<file path="config.mk">
export PLATFORM = sky130hd
export DESIGN_NAME = alu_share_arbiter
export DESIGN_NICKNAME = d
export VERILOG_FILES = /design/src/rtl/alu_share_arbiter.sv
export SDC_FILE = /design/constraint.sdc
export NUM_CORES = 1
export LEC_CHECK = 0
export CAP_MARGIN = 10
export CORE_ASPECT_RATIO = 0.6
export CORE_MARGIN = 8
export CORE_UTILIZATION = 26
export CTS_CLUSTER_DIAMETER = 40
export CTS_CLUSTER_SIZE = 12
export DETAILED_ROUTE_END_ITERATION = 7
export PLACE_DENSITY = 0.81
export RECOVER_POWER = 25
export SLEW_MARGIN = 10
export SYNTH_ARGS = -nofsm -noshare
export SYNTH_HDL_FRONTEND = slang
export SYNTH_SLANG_ARGS = --single-unit
</file>
<file path="constraint.sdc">
create_clock -name clk_i -period 2.71 [get_ports clk_i]
set_clock_uncertainty 0.2 [all_clocks]
set_input_delay 0.813 -clock clk_i [delete_from_list [all_inputs] [get_ports clk_i]]
set_output_delay 0.813 -clock clk_i [all_outputs]
set_load 0.01 [all_outputs]
</file>
<file path="src/rtl/alu_share_arbiter.sv">
// alu_share_arbiter
// Shares the single core ALU between the fetch stage (PC increment) and the
// execute stage. One winner per cycle is chosen round-robin, the ALU inputs
// are driven combinationally from that winner, and the ALU result is
// registered and handed back to the winner with a one-cycle strobe.
module alu_share_arbiter #(
    parameter int WIDTH = 32
) (
    input  logic             clk_i,
    input  logic             rst_i,

    input  logic             fetch_req_i,
    input  logic [WIDTH-1:0] fetch_a_i,
    input  logic [WIDTH-1:0] fetch_b_i,
    output logic             fetch_gnt_o,
    output logic             fetch_rsp_valid_o,

    input  logic             ex_req_i,
    input  logic [WIDTH-1:0] ex_a_i,
    input  logic [WIDTH-1:0] ex_b_i,
    input  logic [2:0]       ex_funct3_i,
    input  logic             ex_funct7_i,
    output logic             ex_gnt_o,
    output logic             ex_rsp_valid_o,

    input  logic             flush_i,
    output logic [WIDTH-1:0] rsp_data_o,

    output logic [WIDTH-1:0] alu_a_o,
    output logic [WIDTH-1:0] alu_b_o,
    output logic [2:0]       alu_funct3_o,
    output logic             alu_funct7_o,
    output logic             alu_pc_add_o,
    input  logic [WIDTH-1:0] alu_c_i
);

    // Encoding of the last winner; the reset value makes execute win the
    // first tie after reset.
    localparam logic LAST_FETCH = 1'b0;
    localparam logic LAST_EX    = 1'b1;

    logic             last_gnt;
    logic             fetch_win;
    logic             ex_win;
    logic             fetch_rsp_valid_q;
    logic             ex_rsp_valid_q;
    logic [WIDTH-1:0] rsp_data_q;

    // Round-robin pick: a lone requester wins outright, a tie goes to the
    // requester that did not win last time.
    always_comb begin
        fetch_win = 1'b0;
        ex_win    = 1'b0;
        if (fetch_req_i && ex_req_i) begin
            if (last_gnt == LAST_EX) begin
                fetch_win = 1'b1;
            end else begin
                ex_win = 1'b1;
            end
        end else if (fetch_req_i) begin
            fetch_win = 1'b1;
        end else if (ex_req_i) begin
            ex_win = 1'b1;
        end
    end

    // Steer the winner's operands onto the ALU; an idle ALU sees zero
    // operands with the add encoding so its output is quiet and predictable.
    always_comb begin
        alu_a_o      = '0;
        alu_b_o      = '0;
        alu_funct3_o = 3'b000;
        alu_funct7_o = 1'b1;
        alu_pc_add_o = 1'b0;
        if (fetch_win) begin
            alu_a_o      = fetch_a_i;
            alu_b_o      = fetch_b_i;
            alu_pc_add_o = 1'b1;
        end else if (ex_win) begin
            alu_a_o      = ex_a_i;
            alu_b_o      = ex_b_i;
            alu_funct3_o = ex_funct3_i;
            alu_funct7_o = ex_funct7_i;
        end
    end

    // Remember the winner only in cycles that actually granted someone.
    always_ff @(posedge clk_i) begin
        if (rst_i) begin
            last_gnt <= LAST_FETCH;
        end else if (fetch_win) begin
            last_gnt <= LAST_FETCH;
        end else if (ex_win) begin
            last_gnt <= LAST_EX;
        end
    end

    // Capture the ALU result at the end of a grant cycle and raise the
    // winner's strobe; a flush during an execute grant suppresses its strobe
    // while still loading the data.
    always_ff @(posedge clk_i) begin
        if (rst_i) begin
            rsp_data_q        <= '0;
            fetch_rsp_valid_q <= 1'b0;
            ex_rsp_valid_q    <= 1'b0;
        end else begin
            fetch_rsp_valid_q <= fetch_win;
            ex_rsp_valid_q    <= ex_win && !flush_i;
            if (fetch_win || ex_win) begin
                rsp_data_q <= alu_c_i;
            end
        end
    end

    assign fetch_gnt_o       = fetch_win;
    assign ex_gnt_o          = ex_win;
    assign rsp_data_o        = rsp_data_q;
    assign fetch_rsp_valid_o = fetch_rsp_valid_q;
    // A flush arriving in the response cycle still kills the execute strobe.
    assign ex_rsp_valid_o    = ex_rsp_valid_q && !flush_i;

endmodule

</file>
---- Word level (Yosys, flattened, before mapping) ----
Cells that the tools add are included.
storage, ports and cells
  input port bits ......................... 169
  output and inout port bits .............. 105
  bits in registers ....................... 35
  logic and storage cells ................. 26
operators by class
  muxes and demuxes ....................... 16
  reductions and logical operators ........ 6
operator list
  kind                number
  two-way mux 32 bit  4
  two-way mux 1 bit   10
  two-way mux 3 bit   2
  logical AND 1 bit   3
  OR reduction 2 bit  1
  logical NOT 1 bit   1
  logical OR 1 bit    1

---- Depth between registers and ports, before layout ----
Gate-level depths: netlist (run 1).
  depth in word-level cells ............... 5
  depth in mapped cells ................... 5

---- Worst setup path before layout (run 1) ----
OpenSTA, ideal clock, no wires.
  path kind ............................... input -> output
  from .................................... input ex_req_i
  to ...................................... output fetch_gnt_o
  buffers on the path ..................... 3
  data required time ...................... 1,697 ps
  stages on the path ...................... 5
  data arrival time ....................... 1,609 ps
  slack ................................... 88 ps
  cell sequence ........................... nand2b_1 buf_2 buf_2 and2_1 buf_4
on the way
  longest elaborated chain between the ends .. 2
ends and longest elaborated chain
  item                RTL line  text
  start: declaration  18        input logic ex_req_i,
  logical AND 1 bit   54        if (fetch_req_i && ex_req_i) begin
  two-way mux 1 bit   54
  end: declaration    15        output logic fetch_gnt_o,
No other way between the ends.

---- Worst setup path in the final report (run 1) ----
  from .................................... input ex_req_i
  to ...................................... output alu_a_o[7]
on the way
  longest elaborated chain between the ends .. 5
  elaborated cells on any way between the ends .. 7
ends and longest elaborated chain
  item                    RTL line  text
  two-way mux 1 bit       62        end else if (ex_req_i) begin
  two-way mux 1 bit       60        end else if (fetch_req_i) begin
  two-way mux 1 bit       54
  two-way mux 32 bit      79        end else if (ex_win) begin
  two-way mux 32 bit (*)  75        if (fetch_win) begin
  end: declaration        29        output logic [WIDTH-1:0] alu_a_o,
Mark *: on every way between the ends. The rest lies on a longest branch, timed or not.

==> results of run 1 <==
-- per-layer routing --
layer  track usage  vias up  part of all wire
li1              -     1560                 -
met1         0.279     1597              0.39
met2         0.400      165              0.50
met3        0.0720       24             0.094
met4        0.0401        2             0.012
met5             0        -           0.00086
-- cell families after synthesis --
group	synth area share
buffers and inverters	0.0848
and+or+nand+nor	0.157
AOI/OAI and AO/OA	0.442
DFF	0.317
-- cell usage after synthesis --
cell type / number
and2_1: 4
buf_6: 2
nor2b_1: 1
buf_1: 1
a32o_1: 64
a21boi_2: 1
and3b_1: 1
clkbuf_1: 21
nor3b_1: 1
buf_4: 1
o21ai_0: 32
buf_2: 15
a21oi_1: 33
dfxtp_1: 35
or3b_1: 28
or3b_2: 4
nand2b_1: 3
-- worst register-to-register path: cells and delay by family (launching register included) --
kind,cells,cell delay (ns)
buffers and inverters,2,0.29
and+or+nand+nor,2,0.34
DFF,1,0.34
-- cell usage in the layout (no fill, tap or decap), drive strengths merged --
cell           Yosys  layout
a21oi             33      33
nand2b             3       3
a32o              64      64
or3b              32      32
a21boi             1       1
dlygate4sd3        0       1
clkdlybuf4s15      0       2
and3b              1       1
o21ai             32      32
and2               4       4
nor3b              1       1
nor2b              1       1
clkbuf            21      11
clkdlybuf4s50      0     198
clkinv             0       1
buf               19     100
dfxtp             35      35
-- registers in the layout, indices dropped and copies added (netlist names) --
register and count:
fetch_rsp_valid_o 1, ex_rsp_valid_q 1, last_gnt 1, rsp_data_o 32
-- cell type report --
| cell class | count | area (µm²) |
|---|---|---|
| Tap cell | 112 | 140 |
| Clock buffer | 6 | 139 |
| Sequential cell | 35 | 701 |
| Timing Repair Buffer | 306 | 3110 |
| Clock inverter | 1 | 5.00 |
| Multi-Input combinational cell | 172 | 1360 |
| Fill cell | 688 | 2930 |
-- worst min-delay path by stage --
stage                            endpoint  slack [ns]  depth (start not counted)
floorplan           last_gnt$_SDFFE_PP0P_        0.27                          2
global placement    last_gnt$_SDFFE_PP0P_        0.31                          2
detailed placement  last_gnt$_SDFFE_PP0P_        0.33                          2
CTS                 last_gnt$_SDFFE_PP0P_        0.35                          2
global route        last_gnt$_SDFFE_PP0P_        0.37                          2
finish              last_gnt$_SDFFE_PP0P_        0.35                          2
-- power groups by stage --
stage	logic [mW]	clock network, mW	registers, mW
finish	0.913	0.563	0.562
global route	0.964	0.608	0.566
CTS	0.889	0.575	0.562
detailed placement	0.820	0	0.573
global placement	0.808	0	0.570
floorplan	0.261	0	0.585
-- what timing repair did --
action	in CTS	in global routing
endpoints found under the setup margin	72	72
gates resized for setup	327	36
pin swaps	12	34
gates cloned	13	3
setup buffers	12	0
-- per-stage QoR --
step / instance area [µm²] / worst slack (ns)
finish: 5460 / -0.117
global route: 5460 / -0.136
CTS: 5380 / -0.137
detailed placement: 5020 / -0.901
global placement: 5020 / -0.879
floorplan: 2210 / 0.0881
==> metrics.csv, run 1 <==
metric,value,unit
yosysUniqueCellTypes,17,
cap_violations,0,
crit_end,alu_a_o[7],
place_inst,603,
yosysTopAreaCell,dfxtp_1,
tns,-4.21,ns
rrSetupSlack,1.43,ns
antenna_found_initial,1,
setup_ws,-0.117,ns
vias,3348,
drt_iter0_markers,216,
clk-insertion-delay-late,0.27,ns
h-tree-depth,2,
grt_overflow,0,
grt_pass1_vias,3343,
syn_avg_cell_area,8.96,µm²
die_area,11800,µm²
cp_slowest_stage_delay,0.20,ns
period_share,1.04,
dp_hpwl,10.5,mm
start_util,0.264,
final_cells,632,
pin_count,274,
cp-start-kind,input pin,
core,8390,µm²
postSynthNetCount,416,
yosysWarnings,0,
grt_pass1_wl,21.2,mm
cts.sinks,35,
drt_pass1_iterations,5,
ys_ff_latch,35,
drcViolationCount,0,
hold_ws,0.351,ns
yosys.area.top_type_share,0.317,
cp_cell_sequence,"buf_6, a21boi_4, buf_6, buf_12, clkbuf_16, a32o_1, buf_2",
worst_slew_pin_slew,0.617,ns
max_freq,0.354,GHz
reg2reg_depth,4,
power.total,2.04,mW
crit_buf_inv,5,
drive_gt1_frac,0.258,
cts-buffers-inserted,5,
power_switching,0.570,mW
crit_cells,7,
p_seq_frac,0.276,
p_sw_frac,0.279,
synthTopCellsByArea,"dfxtp_1, a32o_1, or3b_1",
ant_nets,0,
crit_start,ex_req_i,
p_clk_frac,0.276,
power.density,373,nW/µm²
yosysSeqAreaShare,0.317,
power.share.combinational,0.448,
peakVddDrop,0.221,mV
cpLargestDelayFamily,buffers and inverters,
grt_max_degree,65,
crit_arrival,1.81,ns
syn_to_final_growth,147,%
violations,negative setup slack,
internal_power,1.47,mW
die_x,135,µm
grt_use_total,0.231,
setup_violations,64,
rsz0062_at_grt,yes,
min_from,last_gnt$_SDFFE_PP0P_,
crit_type,in -> out,
cts_root_buf,clkbuf_16,
diodes,0,
die_y,87.5,µm
crit_path_top_delay_cell,a32o_1,
wirelength,15.2,mm
hold_violations,0,
final_util,0.651,
cts_buffer_depth,2,
p_leak,2.19,nW
r2r-end,fetch_rsp_valid_o$_SDFF_PP0_,
status,finished with violations,
critPathRequiredTime,1.70,ns
syn_area,2210,µm²
period_minus_slack,2.83,ns
clkTransAtPathRegs,0.05,ns
routabilityCongestion,0.944,
cts_hold_buf,0,
synth_cells,247,
hold_class,reg -> reg,
rows,26,
r2r_start,last_gnt$_SDFFE_PP0P_,
nNetsFinal,689,
cp-end-kind,output port,
via_per_inst,5.30,
cts_tree,done,
cpMostUsedCell,buf_6,
max_slew_margin,0.589,
maxSlewViolCount,0,
portBuffers,273,
critPathMaxFanout,5,
wire_per_inst,24.0,µm
Power figures use the tool's default switching activity.
==> run 2: changes to the inputs <==
- CELL_PAD_IN_SITES_DETAIL_PLACEMENT: default -> 0
- CELL_PAD_IN_SITES_GLOBAL_PLACEMENT: default -> 1
- CORE_UTILIZATION: 26 -> 16
- GPL_TIMING_DRIVEN: default -> 1
- PLACE_DENSITY: 0.81 -> default
- PLACE_DENSITY_LB_ADDON: default -> 0.1
==> metrics.csv, run 2 (same netlist as run 1, synthesis figures left out) <==
metric,value,unit,change
maxSlewViolCount,0,,unchanged
die_x,168,µm,+24%
drt_iter0_markers,182,,-16%
grt_pass1_wl,22.9,mm,+8.1%
dp_hpwl,11.3,mm,+7.2%
cts.sinks,35,,unchanged
pin_count,274,,unchanged
max_freq,0.352,GHz,-0.37%
routabilityCongestion,0.754,,-20%
die_area,18000,µm²,+52%
nNetsFinal,692,,+0.44%
portBuffers,273,,unchanged
p_leak,2.19,nW,-0.20%
critPathRequiredTime,1.70,ns,about the same
cts_root_buf,clkbuf_16,,
grt_use_total,0.166,,-0.0657
critPathMaxFanout,5,,unchanged
grt_max_degree,65,,unchanged
hold_class,reg -> reg,,
start_util,0.163,,-0.101
antenna_found_initial,1,,unchanged
wl_met2,7.88,mm,+4.1%
internal_power,1.45,mW,-1.5%
peakVddDrop,0.208,mV,-5.5%
vias,3328,,-0.60%
postLayoutCellArea,5560,µm²,+1.9%
crit_arrival,1.82,ns,about the same
crit_type,in -> out,,
status,finished with violations,,
cts_buffer_depth,2,,unchanged
max_slew_margin,0.443,,-0.145
drcViolationCount,0,,unchanged
cts_tree,done,,
wire_per_inst,22.7,µm,-5.5%
period_share,1.05,,+0.00388
layout_common_cells,"clkdlybuf4s50_1, a32o_1, buf_2, dfxtp_1, a21oi_1",,
place_ws,-0.513,ns,+0.388 ns
rows,33,,+27%
grt_overflow,0,,unchanged
cts-buffers-inserted,5,,unchanged
worst_slew_pin_slew,0.835,ns,+0.218 ns
setup_ws,-0.127,ns,-0.0105 ns
hold_violations,0,,unchanged
wirelength,15.9,mm,+4.7%
clk-insertion-delay-late,0.28,ns,about the same
core,13600,µm²,+62%
ant_nets,0,,unchanged
p_sw_frac,0.290,,+0.0108
p_seq_frac,0.276,,about the same
wirelength_met1,6.62,mm,+10%
clkTransAtPathRegs,0.06,ns,about the same
drive_gt1_frac,0.258,,about the same
largest_register_ffs,32,,unchanged
power_switching,0.591,mW,+3.9%
h-tree-depth,2,,unchanged
cts_hold_buf,0,,unchanged
tns,-6.28,ns,-2.07 ns
final_common_cell,clkdlybuf4s50_1,,
syn_to_final_growth,151,%,
rsz0062_at_grt,yes,,
cap_violations,0,,unchanged
cp-start-kind,input pin,,
highest_layer,met4,,
drt_pass1_iterations,5,,unchanged
power.density,366,nW/µm²,-1.8%
period_minus_slack,2.84,ns,+0.0105 ns
via_per_inst,4.75,,-10%
p_clk_frac,0.280,,+0.004
setup_violations,65,,+1.6%
die_y,107,µm,+22%
power.total,2.04,mW,about the same
violations,negative setup slack,,
dpl_cell_area,5150,µm²,+2.6%
cp-end-kind,output port,,
wl_met3,1.22,mm,-15%
grt_pass1_vias,3368,,+0.75%
power.share.combinational,0.444,,-0.004
[run 2: changes by cell type in the layout (fill, tap and decap cells not counted), sizes merged]
cell / previous run / this run
bufbuf: 0 / 2
diode: 0 / 1
clkbuf: 11 / 10
clkdlybuf4s15: 2 / 0
clkinvlp: 0 / 2
buf: 100 / 101
dlygate4sd2: 0 / 2
[run 2: final cells by class]
type,count,area (µm²)
Timing Repair Buffer,309,3130
Sequential cell,35,701
Clock buffer,5,125
Antenna cell,1,2.50
Clock inverter,3,20.0
Multi-Input combinational cell,172,1370
Fill cell,1384,8020
Tap cell,175,219
[run 2: routing by layer]
| metal | vias up | track usage |
|---|---|---|
| met5 | - | 0 |
| met4 | 0 | 0.0285 |
| met3 | 16 | 0.0532 |
| met2 | 153 | 0.287 |
| met1 | 1594 | 0.201 |
| li1 | 1565 | - |
[run 2: final timing paths]
| path | startpoint | to | slack (ns) | cells past startpoint |
|---|---|---|---|---|
| worst min register to register | last_gnt$_SDFFE_PP0P_ | last_gnt$_SDFFE_PP0P_ | 0.34 | 2 |
| worst max register to register | last_gnt$_SDFFE_PP0P_ | ex_rsp_valid_q$_SDFF_PP0_ | 1.09 | 7 |
| worst min-delay path | last_gnt$_SDFFE_PP0P_ | last_gnt$_SDFFE_PP0P_ | 0.34 | 2 |
| worst max-delay path | ex_req_i | alu_b_o[22] | -0.13 | 7 |
[run 2: power by group through the flow]
stage               Sequential (mW)  Combinational, mW  Clock, mW
finish                        0.562              0.906      0.570
global route                  0.566              0.960      0.628
CTS                           0.563              0.905      0.596
detailed placement            0.573              0.839          0
global placement              0.571              0.838          0
floorplan                     0.585              0.261          0
[run 2: critical path: stages]
cell	delay [ns]
buf_8	0.10
a21boi_4	0.13
buf_12	0.14
buf_8	0.14
clkbuf_16	0.15
a32o_1	0.20
buf_2	0.14
[run 2: metrics by stage]
step	utilization	cells	hold WS (ns)
floorplan	-	247	0.270
global placement	0.379	670	0.308
detailed placement	0.379	670	0.321
CTS	0.407	699	0.339
global route	0.410	700	0.371
finish	0.410	700	0.340
[run 2: timing repair]
action	CTS	global route
cloned	11	1
endpoints found under the hold margin	0	0
pin swaps	5	7
setup endpoints to repair	72	66
gates resized for setup	320	32
buffers inserted	11	4
==> RTL change: new RTL, flow settings as in run 2 <==
Make the reset (`rst_i`) asynchronous in 2 clocked blocks.
--- a/src/rtl/alu_share_arbiter.sv
+++ b/src/rtl/alu_share_arbiter.sv
@@ -85,7 +85,7 @@
     end
 
     // Remember the winner only in cycles that actually granted someone.
-    always_ff @(posedge clk_i) begin
+    always_ff @(posedge clk_i or posedge rst_i) begin
         if (rst_i) begin
             last_gnt <= LAST_FETCH;
         end else if (fetch_win) begin
@@ -98,7 +98,7 @@
     // Capture the ALU result at the end of a grant cycle and raise the
     // winner's strobe; a flush during an execute grant suppresses its strobe
     // while still loading the data.
-    always_ff @(posedge clk_i) begin
+    always_ff @(posedge clk_i or posedge rst_i) begin
         if (rst_i) begin
             rsp_data_q        <= '0;
             fetch_rsp_valid_q <= 1'b0;
Check against the original RTL: differs if rst_i is asserted again (counterexample within 4 cycles, from zero or initial values and one cycle with rst_i high); with rst_i held inactive, the same outputs for 10 cycles.
==> RTL change against run 2 <==
The flow still finishes with violations (negative setup slack); routed wire length fell by 13%; critical path depth fell by 1; power rose by 8.9%; largest power group unchanged; sequential share of layout area rose by 3.9 points; cell area fell by 4.8%; setup slack improved by 0.090 ns; sequential cell count did not move; largest cell class unchanged; non-clock buffer count fell by 14; area after synthesis fell by 5.9%.
==> RTL change: results (changes against run 2) <==
Finish
  – Layout cell share with drive strength beyond 1: 0.255 (was 0.258)
  – Fill cells: 1248 (was 1384)
  – Nets: 615 (was 692)

Route
  – First-pass DRT Iterations: 4 (was 5)
  – Via count: 2744 (was 3328)
  – Avg Vias per Cell: 4.45 (was 4.75)
  – Routed wire per std cell: 22.4 µm (was 22.7 µm)
  – Met2 routed WL: 7.35 mm (was 7.88 mm)
  – DR iter-0 viols: 184 (was 182)
  – Met3 wire len: 940 µm (was 1.22 mm)

GRT
  – GRT met3 Usage: 0.0383 (was 0.0532)
  – GR Layer Usage met1: 0.166 (was 0.201)
  – GR Util met2: 0.275 (was 0.287)
  – Antenna violations before repair: 0 (was 1)
  – Vias in the first global route: 2901 (was 3368)
  – First-pass GRT wire length: 19.7 mm (was 22.9 mm)
  – Pin count of the biggest net entering global routing: 36 (was 65)

CTS
  – Post-CTS sizing: 312 (was 320)
  – Setup repair bufs after CTS: 2 (was 11)

Worst setup path
  – R2r setup slk: 1.34 ns (was 1.09 ns)
  – R2R depth: 4 (was 7)
  – CP Max Fanout: 10 (was 5)
  – Crit Reg-Reg Startpoint: last_gnt (unchanged)

Power
  – Switching Share: 0.273 (was 0.290)
  – Leakage Power: 2.19 nW (about the same)
  – Power Sequential: 0.591 mW (was 0.562 mW)

Yosys
  – Top cells by count, synth: a32o_1, dfrtp_1, mux2_1, buf_2, clkbuf_1 (was a32o_1, dfxtp_1, a21oi_1, o21ai_0, or3b_1)
  – Syn Nets: 339 (was 416)
  – Syn_area_per_cell: 12.2 µm² (was 8.96 µm²)
  – Sequential fraction of the synthesis area: 0.421 (was 0.317)
  – Largest cells by area after synthesis: dfrtp_1, a32o_1, mux2_1 (was dfxtp_1, a32o_1, or3b_1)

Outcome
  – Status: complete, but fails checks (unchanged)
  – Failing checks: negative setup slack (unchanged)

Worst hold path
  – Hold Path Sink: rsp_data_o[28] (was last_gnt)
  – HP Start: rsp_data_o[28] (was last_gnt)

Placed design
  – Placer Congestion: 0.740 (was 0.754)
  – Placed Cells: 599 (was 670)
  – Post-DP Area: 0.00506 mm² (was 0.00515 mm²)

STA
  – Worst Slack Setup Final: -0.0372 ns (was -0.127 ns)
  – TNS Setup: -0.669 ns (was -6.28 ns)
  – Final setup viols: 43 (was 65)
## RTL change: cells by family (layout without fill, tap and decap cells)
family                 after synthesis  count (layout)  share of synthesized area
and+or+nand+nor                     10              10                     0.0289
DFF                                 35              35                      0.421
AOI/OAI and AO/OA                   66              66                      0.316
muxes                               32              32                      0.173
buffers and inverters               27             304                     0.0613
## RTL change: cell type report
type                    count  area (µm²)  area share
clock buffers               6         139      0.0262
clock inverters             2        38.8     0.00733
flip-flops and latches     35         876       0.165
inverters                   1        3.75    0.000709
well taps                 170         213      0.0402
multi-input cells         108        1110       0.210
repair buffers            295        2910       0.550
## RTL change: worst max path at each step
stage / slack, ns / to
4_1_cts: -0.07 / alu_pc_add_o
2_1_floorplan: 0.03 / fetch_gnt_o
6_report: -0.04 / alu_b_o[9]
5_1_grt: -0.05 / alu_b_o[15]
3_3_place_gp: -0.90 / alu_b_o[14]
3_5_place_dp: -0.90 / alu_b_o[14]
